--- src/rtl/branch_resolution_controller.sv ---
`default_nettype none
// ============================================================================
// Module   : branch_resolution_controller
// Brief    : In-order predicted-branch tracker; trains the predictor and
//            sequences flush/redirect on a mispredict.
// Revision : 1.0
// ============================================================================
module branch_resolution_controller #(
  parameter int DEPTH        = 4,
  parameter int PC_W         = 32,
  parameter int FLUSH_CYCLES = 2,
  parameter int CNT_W        = 16
) (
  input  logic                   clk,
  input  logic                   reset,
  input  logic                   i_alloc_valid,
  input  logic                   i_alloc_predict,
  input  logic [PC_W-1:0]        i_alloc_target,
  input  logic [PC_W-1:0]        i_alloc_fallthrough,
  output logic                   o_alloc_ready,
  input  logic                   i_resolve_valid,
  input  logic                   i_resolve_taken,
  output logic                   o_pred_update_valid,
  output logic                   o_pred_update_taken,
  output logic                   o_flush,
  output logic                   o_redirect_valid,
  output logic [PC_W-1:0]        o_redirect_pc,
  output logic [$clog2(DEPTH):0] o_occupancy,
  output logic                   o_resolve_error,
  output logic [CNT_W-1:0]       o_branch_count,
  output logic [CNT_W-1:0]       o_mispredict_count
);

  localparam int AW  = $clog2(DEPTH);
  localparam int OW  = AW + 1;
  localparam int FCW = $clog2(FLUSH_CYCLES + 1);

  localparam logic [OW-1:0]  c_DEPTH       = OW'(DEPTH);
  localparam logic [FCW-1:0] c_FLUSH_LOAD  = FCW'(FLUSH_CYCLES);
  localparam logic [FCW-1:0] c_FLUSH_LAST  = FCW'(1);

  typedef enum logic [0:0] {
    RUN   = 1'b0,
    FLUSH = 1'b1
  } state_t;

  state_t          r_state;
  state_t          w_state_nxt;
  logic [FCW-1:0]  r_flush_cnt;
  logic [FCW-1:0]  w_flush_cnt_nxt;

  logic            r_mem_pred [DEPTH];
  logic [PC_W-1:0] r_mem_tgt  [DEPTH];
  logic [PC_W-1:0] r_mem_ft   [DEPTH];

  logic [AW-1:0]   r_wr_ptr;
  logic [AW-1:0]   r_rd_ptr;
  logic [OW-1:0]   r_occ;

  logic            r_upd_valid;
  logic            r_upd_taken;
  logic            r_redirect_valid;
  logic [PC_W-1:0] r_redirect_pc;
  logic            r_resolve_error;
  logic [CNT_W-1:0] r_branch_cnt;
  logic [CNT_W-1:0] r_mispred_cnt;

  logic            w_alloc_ready;
  logic            w_pop;
  logic            w_mispredict;
  logic            w_push;
  logic            w_err;
  logic            w_head_pred;
  logic [PC_W-1:0] w_head_tgt;
  logic [PC_W-1:0] w_head_ft;

  assign w_head_pred = r_mem_pred[r_rd_ptr];
  assign w_head_tgt  = r_mem_tgt[r_rd_ptr];
  assign w_head_ft   = r_mem_ft[r_rd_ptr];

  // Readiness looks only at registered state: a same-cycle pop never frees a full queue.
  assign w_alloc_ready = (r_state == RUN) && (r_occ < c_DEPTH);
  assign w_pop         = i_resolve_valid && (r_state == RUN) && (r_occ != '0);
  assign w_mispredict  = w_pop && (w_head_pred != i_resolve_taken);
  assign w_push        = i_alloc_valid && w_alloc_ready && !w_mispredict;
  assign w_err         = i_resolve_valid && (r_state == RUN) && (r_occ == '0);

  always_ff @(posedge clk or posedge reset) begin
    if (reset) begin
      r_state     <= RUN;
      r_flush_cnt <= '0;
    end else begin
      r_state     <= w_state_nxt;
      r_flush_cnt <= w_flush_cnt_nxt;
    end
  end

  always_comb begin
    w_state_nxt     = r_state;
    w_flush_cnt_nxt = r_flush_cnt;
    case (r_state)
      RUN: begin
        if (w_mispredict) begin
          w_state_nxt     = FLUSH;
          w_flush_cnt_nxt = c_FLUSH_LOAD;
        end
      end
      FLUSH: begin
        if (r_flush_cnt == c_FLUSH_LAST) begin
          w_state_nxt     = RUN;
          w_flush_cnt_nxt = '0;
        end else begin
          w_flush_cnt_nxt = r_flush_cnt - 1'b1;
        end
      end
      default: begin
        w_state_nxt     = RUN;
        w_flush_cnt_nxt = '0;
      end
    endcase
  end

  always_ff @(posedge clk) begin
    if (w_push) begin
      r_mem_pred[r_wr_ptr] <= i_alloc_predict;
      r_mem_tgt[r_wr_ptr]  <= i_alloc_target;
      r_mem_ft[r_wr_ptr]   <= i_alloc_fallthrough;
    end
  end

  // A mispredict empties the queue by snapping the read pointer onto the write pointer.
  always_ff @(posedge clk or posedge reset) begin
    if (reset) begin
      r_wr_ptr <= '0;
      r_rd_ptr <= '0;
      r_occ    <= '0;
    end else if (w_mispredict) begin
      r_rd_ptr <= r_wr_ptr;
      r_occ    <= '0;
    end else begin
      if (w_push) begin
        r_wr_ptr <= r_wr_ptr + 1'b1;
      end
      if (w_pop) begin
        r_rd_ptr <= r_rd_ptr + 1'b1;
      end
      case ({w_push, w_pop})
        2'b10:   r_occ <= r_occ + 1'b1;
        2'b01:   r_occ <= r_occ - 1'b1;
        default: r_occ <= r_occ;
      endcase
    end
  end

  always_ff @(posedge clk or posedge reset) begin
    if (reset) begin
      r_upd_valid      <= 1'b0;
      r_upd_taken      <= 1'b0;
      r_redirect_valid <= 1'b0;
      r_redirect_pc    <= '0;
      r_resolve_error  <= 1'b0;
      r_branch_cnt     <= '0;
      r_mispred_cnt    <= '0;
    end else begin
      r_upd_valid      <= w_pop;
      r_upd_taken      <= w_pop && i_resolve_taken;
      r_redirect_valid <= w_mispredict;
      r_resolve_error  <= w_err;
      if (w_mispredict) begin
        r_redirect_pc <= i_resolve_taken ? w_head_tgt : w_head_ft;
      end
      if (w_pop && (r_branch_cnt != '1)) begin
        r_branch_cnt <= r_branch_cnt + 1'b1;
      end
      if (w_mispredict && (r_mispred_cnt != '1)) begin
        r_mispred_cnt <= r_mispred_cnt + 1'b1;
      end
    end
  end

  assign o_alloc_ready       = w_alloc_ready;
  assign o_pred_update_valid = r_upd_valid;
  assign o_pred_update_taken = r_upd_taken;
  assign o_flush             = (r_state == FLUSH);
  assign o_redirect_valid    = r_redirect_valid;
  assign o_redirect_pc       = r_redirect_pc;
  assign o_occupancy         = r_occ;
  assign o_resolve_error     = r_resolve_error;
  assign o_branch_count      = r_branch_cnt;
  assign o_mispredict_count  = r_mispred_cnt;

endmodule
`default_nettype wire

--- config.mk ---
export PLATFORM = sky130hd
export DESIGN_NAME = branch_resolution_controller
export DESIGN_NICKNAME = d
export VERILOG_FILES = /design/src/rtl/branch_resolution_controller.sv
export SDC_FILE = /design/constraint.sdc
export NUM_CORES = 1
export LEC_CHECK = 0
export ABC_CLOCK_PERIOD_IN_PS = 3700
export CAP_MARGIN = 20
export CORE_MARGIN = 5
export CORE_UTILIZATION = 50
export DETAILED_ROUTE_END_ITERATION = 7
export PLACE_DENSITY = 0.74
export SLEW_MARGIN = 10
export SYNTH_ARGS = -nofsm -noshare
export SYNTH_HDL_FRONTEND = slang
export SYNTH_SLANG_ARGS = --single-unit
--- constraint.sdc ---
create_clock -name clk -period 3.7 [get_ports clk]
set_clock_uncertainty 0.2 [all_clocks]
set_input_delay 0.74 -clock clk [delete_from_list [all_inputs] [get_ports clk]]
set_output_delay 0.74 -clock clk [all_outputs]
set_load 0.02 [all_outputs]
Word level (Yosys, flattened, before mapping)
Memory sizes are Yosys's and may differ from the RTL's.
Cells that the tools add are included.
{"block": "totals", "n_memories": 3, "out_inout_bits": 73, "elab_cells": 61, "regBits": 78, "mem_bits_rw": 260}
{"memory": "r_mem_ft", "depth": 4, "word_bits": 32, "read_ports": 1, "rd_clocked_by_memory_dff": 0, "write_ports": 1, "line_no": "54", "source": "logic [PC_W-1:0] r_mem_ft [DEPTH];"}
{"memory": "r_mem_tgt", "depth": 4, "word_bits": 32, "read_ports": 1, "rd_clocked_by_memory_dff": 0, "write_ports": 1, "line_no": "53", "source": "logic [PC_W-1:0] r_mem_tgt [DEPTH];"}
{"memory": "r_mem_pred", "depth": 4, "word_bits": 1, "read_ports": 1, "rd_clocked_by_memory_dff": 0, "write_ports": 1, "line_no": "52", "source": "logic r_mem_pred [DEPTH];"}
{"block": "op_classes", "n_addsub": 7, "n_eq_ne": 7, "magnitude_cmp": 1, "n_reduce_logical": 16, "bitwise_logic": 2, "n_mux": 13}
{"operator": "16-bit by 1-bit adder with 16-bit output (second input constant)", "count": 2}
{"operator": "32-bit 2-to-1 mux", "count": 1}
{"operator": "16-bit != test (second input constant)", "count": 2}
{"operator": "1-bit logical AND", "count": 10}
{"operator": "2-bit 2-to-1 mux", "count": 4}
{"operator": "3-bit one-hot mux with 2 select lines", "count": 1}
{"operator": "3-bit nonzero test", "count": 2}
{"operator": "2-bit by 1-bit adder with 2-bit output (second input constant)", "count": 2}
{"operator": "2-bit by 1-bit equality test with 1-bit output (second input constant)", "count": 2}
{"operator": "1-bit 2-to-1 mux", "count": 4}
{"operator": "2-bit one-hot mux with 2 select lines", "count": 1}
{"operator": "3-bit by 1-bit adder with 3-bit output (second input constant)", "count": 1}
{"operator": "3-bit logical NOT", "count": 1}
{"operator": "3-bit less-than comparator (second input constant)", "count": 1}
{"operator": "3-bit 2-to-1 mux", "count": 1}
{"operator": "3-bit by 1-bit subtractor with 3-bit output (second input constant)", "count": 1}
{"operator": "2-bit equality test (second input constant)", "count": 1}
{"operator": "2-bit != test (second input constant)", "count": 1}
{"operator": "1-bit NOT", "count": 2}
{"operator": "1-bit one-hot mux with 2 select lines", "count": 1}
{"operator": "2-bit AND reduction", "count": 1}
{"operator": "2-bit nonzero test", "count": 1}
{"operator": "2-bit by 1-bit subtractor with 2-bit output (second input constant)", "count": 1}
{"operator": "1-bit logical NOT", "count": 1}
{"operator": "1-bit != test", "count": 1}

Logic depth before layout (Yosys ltp)
Gate-level depths: netlist of run 1.
{"block": "logic_depth", "ltp_word": 9, "ltp_mapped": 10, "ltp_nobuf": 10}

Worst setup path after synthesis of run 1
No wires, ideal clock.
{"block": "synth_path", "path_kind": "input port to flip-flop", "startpoint": "input port i_resolve_taken", "endpoint": "memory r_mem_ft[0][0], enable pin", "slack_ns": -0.046, "arrival_time_ns": 3.115, "cell_stages": 6, "path_buffers": 1, "cell_sequence": "buf_2 > nor2_1 > mux2i_4 > and3_4 > nor2_4 > and2_1"}
{"block": "synth_via", "elab_chain_len": 6}
{"item": "start, declared", "line_no": "22", "source": "input logic i_resolve_taken,"}
{"item": "1-bit != test", "line_no": "84", "source": "assign w_mispredict = w_pop && (w_head_pred != i_resolve_taken);"}
{"item": "1-bit logical AND", "line_no": "84"}
{"item": "1-bit logical NOT", "line_no": "85", "source": "assign w_push = i_alloc_valid && w_alloc_ready && !w_mispredict;"}
{"item": "1-bit logical AND", "line_no": "85"}
{"item": "1-bit 2-to-1 mux", "line_no": "124", "source": "if (w_push) begin"}
{"item": "1-bit 2-to-1 mux (implied by the code)", "line_no": "127", "source": "r_mem_ft[r_wr_ptr] <= i_alloc_fallthrough;"}
{"item": "end, declared", "line_no": "54"}
Every way passes these cells.

Worst setup path in the final report of run 1
{"block": "layout_path", "startpoint": "register r_occ[0] (netlist: o_occupancy[0])", "endpoint": "register r_occ[2] (netlist: o_occupancy[2])"}
{"block": "layout_via", "elab_chain_len": 8}
{"item": "start, declared", "line_no": "58", "source": "logic [OW-1:0] r_occ;"}
{"item": "start signal, assigned", "line_no": "148", "source": "2'b10: r_occ <= r_occ + 1'b1;"}
{"item": "start signal, assigned", "line_no": "149", "source": "2'b01: r_occ <= r_occ - 1'b1;"}
{"item": "start signal, assigned", "line_no": "150", "source": "default: r_occ <= r_occ;"}
{"item": "parallel branches: the longest is 8 deep, another holds 3-bit less-than comparator"}
Parallel ways; which one is timed is not known.
A chain may end at the register's enable or synchronous reset.

==> results of run 1 <==
[layout make-up]
type	count	share of cell area
timing repair buffer	160	0.101
tap	335	0.0256
sequential	338	0.596
inverter	9	0.00214
clock inverter	19	0.0138
clock buffer	44	0.0586
multi-input combinational	332	0.203
[how the worst max path moves through the flow]
stage	from	to	slack, ns	cells after the start
floorplan	i_resolve_taken	r_mem_ft[0][0]$_DFFE_PP_	0.66	6
global placement	i_resolve_valid	o_mispredict_count[12]$_DFFE_PP0P_	0.42	8
detailed placement	i_resolve_valid	o_mispredict_count[12]$_DFFE_PP0P_	0.36	8
CTS	o_flush$_DFF_PP0_	o_alloc_ready	0.86	2
global route	o_occupancy[0]$_DFFE_PP0P_	o_occupancy[2]$_DFFE_PP0P_	0.71	10
finish	o_occupancy[0]$_DFFE_PP0P_	o_occupancy[2]$_DFFE_PP0P_	0.83	10
[Yosys cell counts (all sizes together) (8+ instances only)]
library cell and instances:
nor2 47, xor2 15, dfrtp 78, nand2 26, inv 9, and2 11, mux2i 35, nand3 13
nor3 8, a21oi 37, edfxtp 260, buf 28, xnor2 13, mux4 64
[state kept, by name, indices dropped and copies added (netlist names), 3 cells and up]
register and cells:
r_mem_tgt 128, o_occupancy 3, r_mem_ft 128, o_mispredict_count 16, o_branch_count 16, r_mem_pred 4, o_redirect_pc 32
[through the flow]
stage	cells	hold WS, ns	utilization	worst slack [ns]	power, W
final	1237	0.224	0.627	0.828	0.0122
after global placement	1174	0.284	0.581	0.424	0.00872
after detailed placement	1174	0.286	0.581	0.363	0.00879
after global routing	1237	0.220	0.627	0.708	0.0129
after CTS	1237	0.208	0.627	0.864	0.0124
after floorplan	712	0.306	-	0.665	0.00751
[power by group through the flow]
stage               clock network, W  registers [W]  logic (W)
floorplan                          0        0.00545    0.00206
global placement                   0        0.00521    0.00352
detailed placement                 0        0.00523    0.00357
CTS                          0.00362        0.00516    0.00359
global route                 0.00380        0.00522    0.00384
finish                       0.00354        0.00516    0.00353
[metal layers]
layer | global-route usage | share of wire | up-vias
li1 | - | - | 3114
met1 | 0.251 | 0.46 | 3541
met2 | 0.277 | 0.48 | 205
met3 | 0.0352 | 0.050 | 35
met4 | 0.0372 | 0.016 | 0
met5 | 0 | 0 | -
[logic make-up after synthesis]
family | after synthesis
compound gates | 54
fa+ha+maj | 8
xor+xnor | 28
flops | 338
mux | 106
buf+inv | 42
simple gates | 136
[critical path: stages (launching register included)]
cell and delay, ns:
dfrtp_1 0.46, or3_1 0.46, nand2b_4 0.21, inv_1 0.08
and3_4 0.19, nor2_4 0.20, nor2_1 0.08, fa_1 0.39
nor4_1 0.33, a21oi_1 0.08, o21ai_1 0.11
==> summary.md, run 1 <==
| Metric | Value |
|---|---|
| Status | `finished, final reports clean` |
| Cell variety after synth | `52` |
| R2R Path Start | `o_occupancy[0]$_DFFE_PP0P_` |
| Multi-input gate area | `3320 sq um` |
| Nets | `954` |
| Initial antenna violation count | `0` |
| Post-synthesis xor/xnor area fraction | `0.0185` |
| Io pins | `143` |
| Area leader, netlist | `edfxtp_1` |
| VDD IR max | `0.000468 V` |
| Reg2reg end | `o_occupancy[2]$_DFFE_PP0P_` |
| Setup slack, reg-to-reg | `0.83 ns` |
| Vias in the first global route | `7361` |
| Final hold vios | `0` |
| Reg clk slew, reported paths | `0.06 ns` |
| CP required | `3.92 ns` |
| Final HPWL DP | `15.9 mm` |
| Critical Path Start Type | `register` |
| Worst-Margin Slew | `0.796 ns` |
| Clock power share | `0.289` |
| Die Y-Extent | `173 microns` |
| Die Area | `29900 sq um` |
| Final period util | `0.776` |
| Number of synthesized flops with an enable pin | `260` |
| Pwr Density | `746 nW/um^2` |
| Routed WL per cell | `20.8 microns` |
| First-pass GRT wire length | `41.4 mm` |
| DRT Pass-1 Iters | `4` |
| Routed vias/inst | `5.57` |
| R2r worst-path depth | `10` |
| Drt drc | `0` |
| Reg power frac | `0.422` |
| Commonest cells after routing, fill and taps aside | `edfxtp_1, clkdlybuf4s50_1, dfrtp_1` |
| # diodes | `0` |
| Clk buf depth | `3` |
| Sw power | `0.00359 W` |
| Post-synthesis sequential area ratio | `0.735` |
| GRT Total Usage | `0.173` |
| Synth Cell Area | `13300 sq um` |
| Sw Ratio | `0.294` |
| FF/Latch Area | `9770 sq um` |
| Grt total ovfl | `0` |
| Critical setup path kind | `register to register` |
| Period minus WS final | `2.87 ns` |
| Number of port buffers | `142` |
| Mux share of post-synthesis cell area | `0.143` |
| Max transition margin | `0.469` |
| CTS tree | `done` |
| Top cells by area, synth | `edfxtp_1, dfrtp_1, mux4_2` |
| Yosys warns | `0` |
| DR iter-0 viols | `661` |
| Complex-gate fraction of the synthesized area | `0.0237` |
| Final setup TNS | `0 ns` |
| Htree depth | `2` |
| Largest family of logic cells by synthesized area | `multiplexers` |
| Share of post-route cells with drive strength above 1 | `0.188` |
| Clk root buf | `clkbuf_16` |
| Top FF cell, synth | `edfxtp_1` |
| Placed Area | `15200 sq um` |
| Commonest non-fill, non-tap cell in the layout | `edfxtp_1` |
| Num CTS Buffers | `35` |
| Synth Area in Simple Gates | `0.0565` |
| #FFs+latches synth | `338` |
| Max-cap viol count | `0` |
| Post-CTS setup buffer count | `0` |
| Die Wd | `173 microns` |
| Pint | `0.00863 W` |
| Worst skew pair latency | `0.51 ns` |
| FP Rows | `59` |
| Initial cell density of the core | `0.508` |
| Area share of fa/ha/maj cells after synthesis | `0.00810` |
| Max Fclk | `348 MHz` |
| Post-synth top area share | `0.588` |
| Core footprint | `26100 sq um` |
| Final ANT Viol Nets | `0` |
| Largest net degree at the start of global routing | `76` |
| Crit path arrival time | `3.09 ns` |
| Min-Delay Path Class | `input pin to async pin` |
| Final setup fails | `0` |
| Fillers | `1857` |
| Post-CTS Resized | `0` |
| Ys async rst share | `0.231` |
| Post-synthesis average cell area | `18.6 sq um` |
| Leakage power | `5.78 nW` |
| DR vias | `6895` |
| Routed Wire Length | `25.7 mm` |
| Clock Sinks | `338` |
| Syn Inst Count | `712` |
| GPL Wtd Cong | `0.766` |
| Max-slew violations | `0` |
| Hold buffers post-CTS | `0` |
| Max FO, Critical Path | `16` |
| Total nets after synthesis | `790` |
| RSZ-0062 raised after global routing | `false` |
| Combinational Power Share | `0.289` |
| Design area | `16400 sq um` |
| Synth-to-layout area growth | `23.4%` |
| Crit end category | `register` |
Note: power is estimated with default switching activity, not from simulation.
==> run 2, diff against run 1 <==
Settings changed: ABC_CLOCK_PERIOD_IN_PS 3700 to 2400.
Clock period 3.7 ns to 2.4 ns, I/O delays scaled along.
==> run 2 against run 1 <==
  * The run now ends with setup timing left
  * Non-clock buffer count increased by 47
  * Utilization rose by 2.6 points
  * Largest power group unchanged
  * Highest routed layer is now met5
  * Critical path type unchanged
  * Critical path depth is 3 lower
  * Count of clock-buffer cells in the layout up 2
  * Global-route usage is 0.12 points higher
==> summary.md, run 2 (synthesis gave the netlist of run 1 again) <==
| Metric | Value |
|---|---|
| Final ANT Viol Nets | `0 (unchanged)` |
| Leakage power | `6.12 nW (+5.8%)` |
| Worst-Margin Slew | `0.555 ns (-0.241 ns)` |
| Slowest CP cell | `dfrtp_4` |
| Max-slew violations | `0 (unchanged)` |
| Pint | `0.0138 W (+59%)` |
| Routed Wire Length | `27.7 mm (+7.8%)` |
| Final setup fails | `94 (+94)` |
| Max Fclk | `413 MHz (+19%)` |
| Grt total ovfl | `0 (unchanged)` |
| GRT Total Usage | `0.174 (+0.00119)` |
| Final setup TNS | `-1.11 ns (-1.11 ns)` |
| Combinational Power Share | `0.313 (+0.024)` |
| Period minus WS final | `2.42 ns (-0.449 ns)` |
| Share of post-route cells with drive strength above 1 | `0.232 (+0.0437)` |
| Final period util | `1.01 (+0.233)` |
| Final HPWL DP | `17.1 mm (+7.7%)` |
| Commonest non-fill, non-tap cell in the layout | `edfxtp_1` |
| DR iter-0 viols | `578 (-13%)` |
| Critical Path Start Type | `register` |
| Worst skew pair latency | `0.50 ns (about the same)` |
| GPL Wtd Cong | `0.786 (+2.6%)` |
| Commonest cells after routing, fill and taps aside | `edfxtp_1, clkdlybuf4s50_1, dfrtp_1` |
| # diodes | `0 (unchanged)` |
| Final setup margin | `-0.0224 ns (-0.851 ns)` |
| Sw Ratio | `0.292 (-0.00146)` |
| CP required | `2.41 ns (-1.51 ns)` |
| Max FO, Critical Path | `11 (-5)` |
| Final hold vios | `0 (unchanged)` |
| Htree depth | `2 (unchanged)` |
| Die Area | `29900 sq um (unchanged)` |
| Clk root buf | `clkbuf_16` |
| Die Y-Extent | `173 microns (unchanged)` |
| R2R Path Start | `r_rd_ptr[1]$_DFFE_PP0P_` |
| Clock Sinks | `338 (unchanged)` |
| First-pass GRT wire length | `41.7 mm (+0.60%)` |
| Status | `finished with violations` |
| Largest net degree at the start of global routing | `49 (-36%)` |
| Critical setup path kind | `register to register` |
| Clock power share | `0.279 (-0.010)` |
| Reg clk slew, reported paths | `0.06 ns (about the same)` |
| Crit end category | `register` |
| Total power | `0.0195 W (+59%)` |
| Reg power frac | `0.407 (-0.015)` |
| Number of port buffers | `142 (unchanged)` |
| Vias in the first global route | `7411 (+0.68%)` |
| Initial cell density of the core | `0.508 (unchanged)` |
| VDD IR max | `0.000877 V (+87%)` |
| Max transition margin | `0.630 (+0.161)` |
| CP peak stage delay | `0.51 ns (+0.05 ns)` |
| Num CTS Buffers | `36 (+2.9%)` |
| CP Launch Point | `r_rd_ptr[1]$_DFFE_PP0P_` |
| Crit path buf inv count | `2 (+1)` |
| Die Wd | `173 microns (unchanged)` |
| Min-Delay Path Class | `input pin to async pin` |
| Routed vias/inst | `5.53 (-0.71%)` |
| FP Rows | `59 (unchanged)` |
| Nets | `1003 (+5.1%)` |
| DRT Pass-1 Iters | `5 (+1)` |
| Crit path max-delay family | `simple AND/OR/NAND/NOR gates` |
| Fillers | `1813 (-2.4%)` |
| DR vias | `7123 (+3.3%)` |
| Critical path, cell by cell | `mux2i_2 > mux2_4 > and3_4 > nor2_4 > buf_6 > and2_4 > clkbuf_16` |
| Clk buf depth | `3 (unchanged)` |
| Crit path arrival time | `2.43 ns (-0.66 ns)` |
| Routed WL per cell | `21.5 microns (+3.6%)` |
| Synth-to-layout area growth | `28.4%` |
| CTS tree | `done` |
| RSZ-0062 raised after global routing | `true` |
| Sw power | `0.00569 W (+58%)` |
| Max-cap viol count | `0 (unchanged)` |
| Failing checks | `setup timing` |
| Io pins | `143 (unchanged)` |
| Core footprint | `26100 sq um (unchanged)` |
| Pwr Density | `1140 nW/um^2 (+53%)` |
| Drt drc | `0 (unchanged)` |
| Initial antenna violation count | `2 (+2)` |
-- run 2: cell types whose count changed in the layout (fill, tap and decap cells not counted), moves of 3 or more --
cell,delta
buf_4,+25
clkbuf_16,+10
buf_12,+7
buf_8,+3
clkbuf_1,+3
clkinv_1,+3
clkinvlp_4,-3
-- run 2: through the flow --
stage / hold slack [ns] / utilization / area (sq um) / setup slack, ns / instances
after floorplan: 0.306 / - / 13300 / -0.0755 / 712
final: 0.181 / 0.653 / 17100 / -0.0224 / 1287
after global placement: 0.279 / 0.594 / 15500 / -0.131 / 1205
after CTS: 0.182 / 0.642 / 16800 / 0.00731 / 1274
after detailed placement: 0.284 / 0.594 / 15500 / -0.149 / 1205
after global routing: 0.223 / 0.653 / 17100 / -0.0927 / 1287
-- run 2: layout make-up --
class / instances / area (sq um) / share of cell area
Sequential cell: 338 / 9770 / 0.573
Multi-Input combinational cell: 333 / 3350 / 0.197
Timing Repair Buffer: 207 / 2300 / 0.135
Clock buffer: 46 / 968 / 0.0568
Tap cell: 335 / 419 / 0.0246
Clock inverter: 19 / 209 / 0.0123
Inverter: 9 / 37.5 / 0.00220
-- run 2: worst reg2reg max path, stage by stage, from the launching register on --
cell and delay (ns):
dfrtp_4 0.51, mux2i_2 0.20, mux2_4 0.33, and3_4 0.18, nor2_4 0.09, buf_6 0.13, and2_4 0.28, clkbuf_16 0.23
-- run 2: final timing paths --
check                      slack [ns]  cells past startpoint                       endpoint
setup / recovery                -0.02                      7       r_mem_ft[3][0]$_DFFE_PP_
setup reg to reg                -0.02                      7       r_mem_ft[3][0]$_DFFE_PP_
min in group clk                 0.29                      1  o_branch_count[7]$_DFFE_PP0P_
hold reg to reg                  0.29                      1  o_branch_count[7]$_DFFE_PP0P_
max in group asynchronous        1.28                      3        r_rd_ptr[1]$_DFFE_PP0P_
hold / removal                   0.18                      2  o_branch_count[4]$_DFFE_PP0P_
-- run 2: power groups by stage --
stage               combinational, W  sequential (W)  clock [W]
finish                       0.00610         0.00792    0.00544
global placement             0.00576         0.00798          0
CTS                          0.00597         0.00792    0.00554
global route                 0.00658         0.00802    0.00582
detailed placement           0.00586         0.00802          0
floorplan                    0.00321         0.00839          0
-- run 2: per-layer routing --
layer	global-route usage	up-vias	share of wire
met2	0.281	227	0.49
met4	0.0389	4	0.019
met3	0.0389	43	0.063
met1	0.248	3633	0.43
li1	-	3216	-
met5	0	-	0.00076
-- run 2: repair_timing --
| action | CTS | global route |
|---|---|---|
| setup endpoints to repair | 206 | 154 |
| pin swaps | 1 | 0 |
| setup buffers | 2 | 3 |
| resized for setup | 5 | 8 |
| hold buffers | 0 | 0 |
| cloned | 2 | 10 |
==> run 3, diff against run 2 <==
Settings changed: CORE_UTILIZATION 50 to 51, PLACE_DENSITY 0.74 to 0.75, SKIP_LAST_GASP from default to 1.
==> run 3 against run 2 <==
  * The run still ends with setup timing left
  * Fmax fell by 0.63%
  * Power fell by 2.7%
  * Global-route usage rose by 0.84 points
  * First-iteration DRC count rose by 20%
  * Routed wire length fell by 1.9%
  * Worst setup slack got worse by 0.015 ns
  * Flip-flop and latch count did not move
  * Clock power fell by 7.2%
  * Register-to-register slack got worse by 0.02 ns
  * Largest power group unchanged
==> summary.md, run 3 (synthesis gave the netlist of run 1 again) <==
| Metric | Value |
|---|---|
| Drt drc | `0 (unchanged)` |
| RSZ-0062 raised after global routing | `true` |
| Io pins | `143 (unchanged)` |
| Max Fclk | `410 MHz (-0.63%)` |
| DRT Pass-1 Iters | `6 (+1)` |
| Leakage power | `6.00 nW (-2.0%)` |
| Grt total ovfl | `0 (unchanged)` |
| Max-slew violations | `0 (unchanged)` |
| Clk buf depth | `3 (unchanged)` |
| Vias in the first global route | `7263 (-2.0%)` |
| Critical path, cell by cell | `mux2i_2 > mux2_4 > and3_4 > nor2_4 > buf_6 > and2_4 > buf_12 > buf_12` |
| Final period util | `1.02 (+0.00635)` |
| Final setup margin | `-0.0376 ns (-0.0152 ns)` |
| Crit path max-delay family | `multiplexers` |
| Final ANT Viol Nets | `0 (unchanged)` |
| Worst slack at placement | `-0.0962 ns (+0.0526 ns)` |
| VDD IR max | `0.000614 V (-30%)` |
| Crit end category | `register` |
| Die Wd | `171 microns (-0.93%)` |
| Final hold vios | `0 (unchanged)` |
| First-pass GRT wire length | `41.2 mm (-1.1%)` |
| Critical Path Start Type | `register` |
| Number of port buffers | `142 (unchanged)` |
| Core footprint | `25800 sq um (-1.1%)` |
| Max transition margin | `0.656 (+0.0264)` |
| Synth-to-layout area growth | `26.8%` |
| CTS tree | `done` |
| Share of post-route cells with drive strength above 1 | `0.222 (-0.0105)` |
| FP Rows | `59 (unchanged)` |
| CP Launch Point | `r_rd_ptr[1]$_DFFE_PP0P_` |
| Final Util | `0.652 (-0.00111)` |
| Initial cell density of the core | `0.514 (+0.00581)` |
| Cell mode on critical path | `buf_12` |
| Critical setup path kind | `register to register` |
| Clock Sinks | `338 (unchanged)` |
| Routed Wire Length | `27.1 mm (-1.9%)` |
| Status | `finished with violations` |
| Nets | `995 (-0.80%)` |
| Crit path buf inv count | `3 (+1)` |
| Die Area | `29400 sq um (-1.9%)` |
| Die Y-Extent | `171 microns (-0.93%)` |
| Max FO, Critical Path | `12 (+1)` |
| Hold buffers post-CTS | `0 (unchanged)` |
| Period minus WS final | `2.44 ns (+0.0152 ns)` |
| CP required | `2.42 ns (about the same)` |
| Max-cap viol count | `0 (unchanged)` |
| Commonest non-fill, non-tap cell in the layout | `edfxtp_1` |
| Final setup fails | `97 (+3.2%)` |
| Reg clk slew, reported paths | `0.06 ns (about the same)` |
| Routed WL per cell | `21.2 microns (-1.2%)` |
| Failing checks | `setup timing` |
| Slowest CP cell | `dfrtp_4` |
| Clk root buf | `clkbuf_16` |
| # diodes | `0 (unchanged)` |
| CP peak stage delay | `0.51 ns (about the same)` |
| Final HPWL DP | `16.8 mm (-1.6%)` |
| Worst skew pair latency | `0.51 ns (about the same)` |
| DR iter-0 viols | `693 (+20%)` |
| Largest net degree at the start of global routing | `47 (-4.1%)` |
| Worst-Margin Slew | `0.515 ns (-0.0396 ns)` |
| Htree depth | `2 (unchanged)` |
| Crit path arrival time | `2.46 ns (+0.03 ns)` |
| Initial antenna violation count | `0 (-2)` |
| GRT Total Usage | `0.183 (+0.00841)` |
| DR vias | `7092 (-0.44%)` |
| GPL Wtd Cong | `0.748 (-4.9%)` |
| Min-Delay Path Class | `input pin to async pin` |
| Num CTS Buffers | `35 (-2.8%)` |
| R2R Path Start | `r_rd_ptr[1]$_DFFE_PP0P_` |
| Routed vias/inst | `5.55 (+0.27%)` |
| Pwr Density | `1120 nW/um^2 (-1.4%)` |
| Commonest cells after routing, fill and taps aside | `edfxtp_1, clkdlybuf4s50_1, dfrtp_1` |
-- run 3: cell count changes in the layout (fill, tap and decap cells not counted), sizes merged --
cell,previous run,this run
clkinv,12,8
bufinv,4,1
buf,57,55
clkinvlp,2,4
inv,10,8
and2,12,11
clkbuf,55,56
-- run 3: worst paths after layout --
kind                            cells after the start  slack [ns]                                  to
worst max-delay path                                8       -0.04          r_mem_tgt[0][18]$_DFFE_PP_
worst min-delay path                                2        0.16      o_branch_count[15]$_DFFE_PP0P_
worst max register to register                      8       -0.04          r_mem_tgt[0][18]$_DFFE_PP_
worst min register to register                      1        0.29  o_mispredict_count[10]$_DFFE_PP0P_
max in group asynchronous                           3        1.34          o_occupancy[0]$_DFFE_PP0P_
min in group clk                                    1        0.29  o_mispredict_count[10]$_DFFE_PP0P_
-- run 3: per-layer routing --
metal,wire length (microns),global-route usage,share of wire,vias to the layer above
met5,0,0,0,-
met4,367,0.0403,0.014,0
met3,1970,0.0372,0.073,30
met2,13400,0.290,0.49,277
met1,11400,0.268,0.42,3589
li1,-,-,-,3196
-- run 3: timing repair --
item                                    in CTS  in global routing
gates resized for setup                      2                 16
endpoints found under the hold margin        0                  0
endpoints found under the setup margin     146                261
setup buffers                                0                  5
gates cloned                                 0                  9
-- run 3: power by group --
group	switching (W)	internal, W	leakage, nW
registers	0.000512	0.00742	3.30
clock network	0.00213	0.00292	0.513
logic	0.00298	0.00297	2.18
-- run 3: stage by stage --
step                hold WS, ns  std cells  total power (W)  instance area (sq um)  TNS (ns)
finish                    0.157       1278           0.0189                  16800     -1.97
CTS                       0.156       1265           0.0189                  16600    -0.116
global route              0.197       1278           0.0199                  16800    -14.83
floorplan                 0.306        712           0.0116                  13300    -19.63
global placement          0.278       1202           0.0137                  15500    -15.33
detailed placement        0.286       1202           0.0138                  15500    -12.80
-- run 3: layout make-up --
type	instances	area [sq um]
inverters	9	37.5
multi-input cells	332	3340
clock buffers	51	966
flip-flops and latches	338	9770
repair buffers	201	2190
fillers	1797	9000
well taps	335	419
clock inverters	12	111
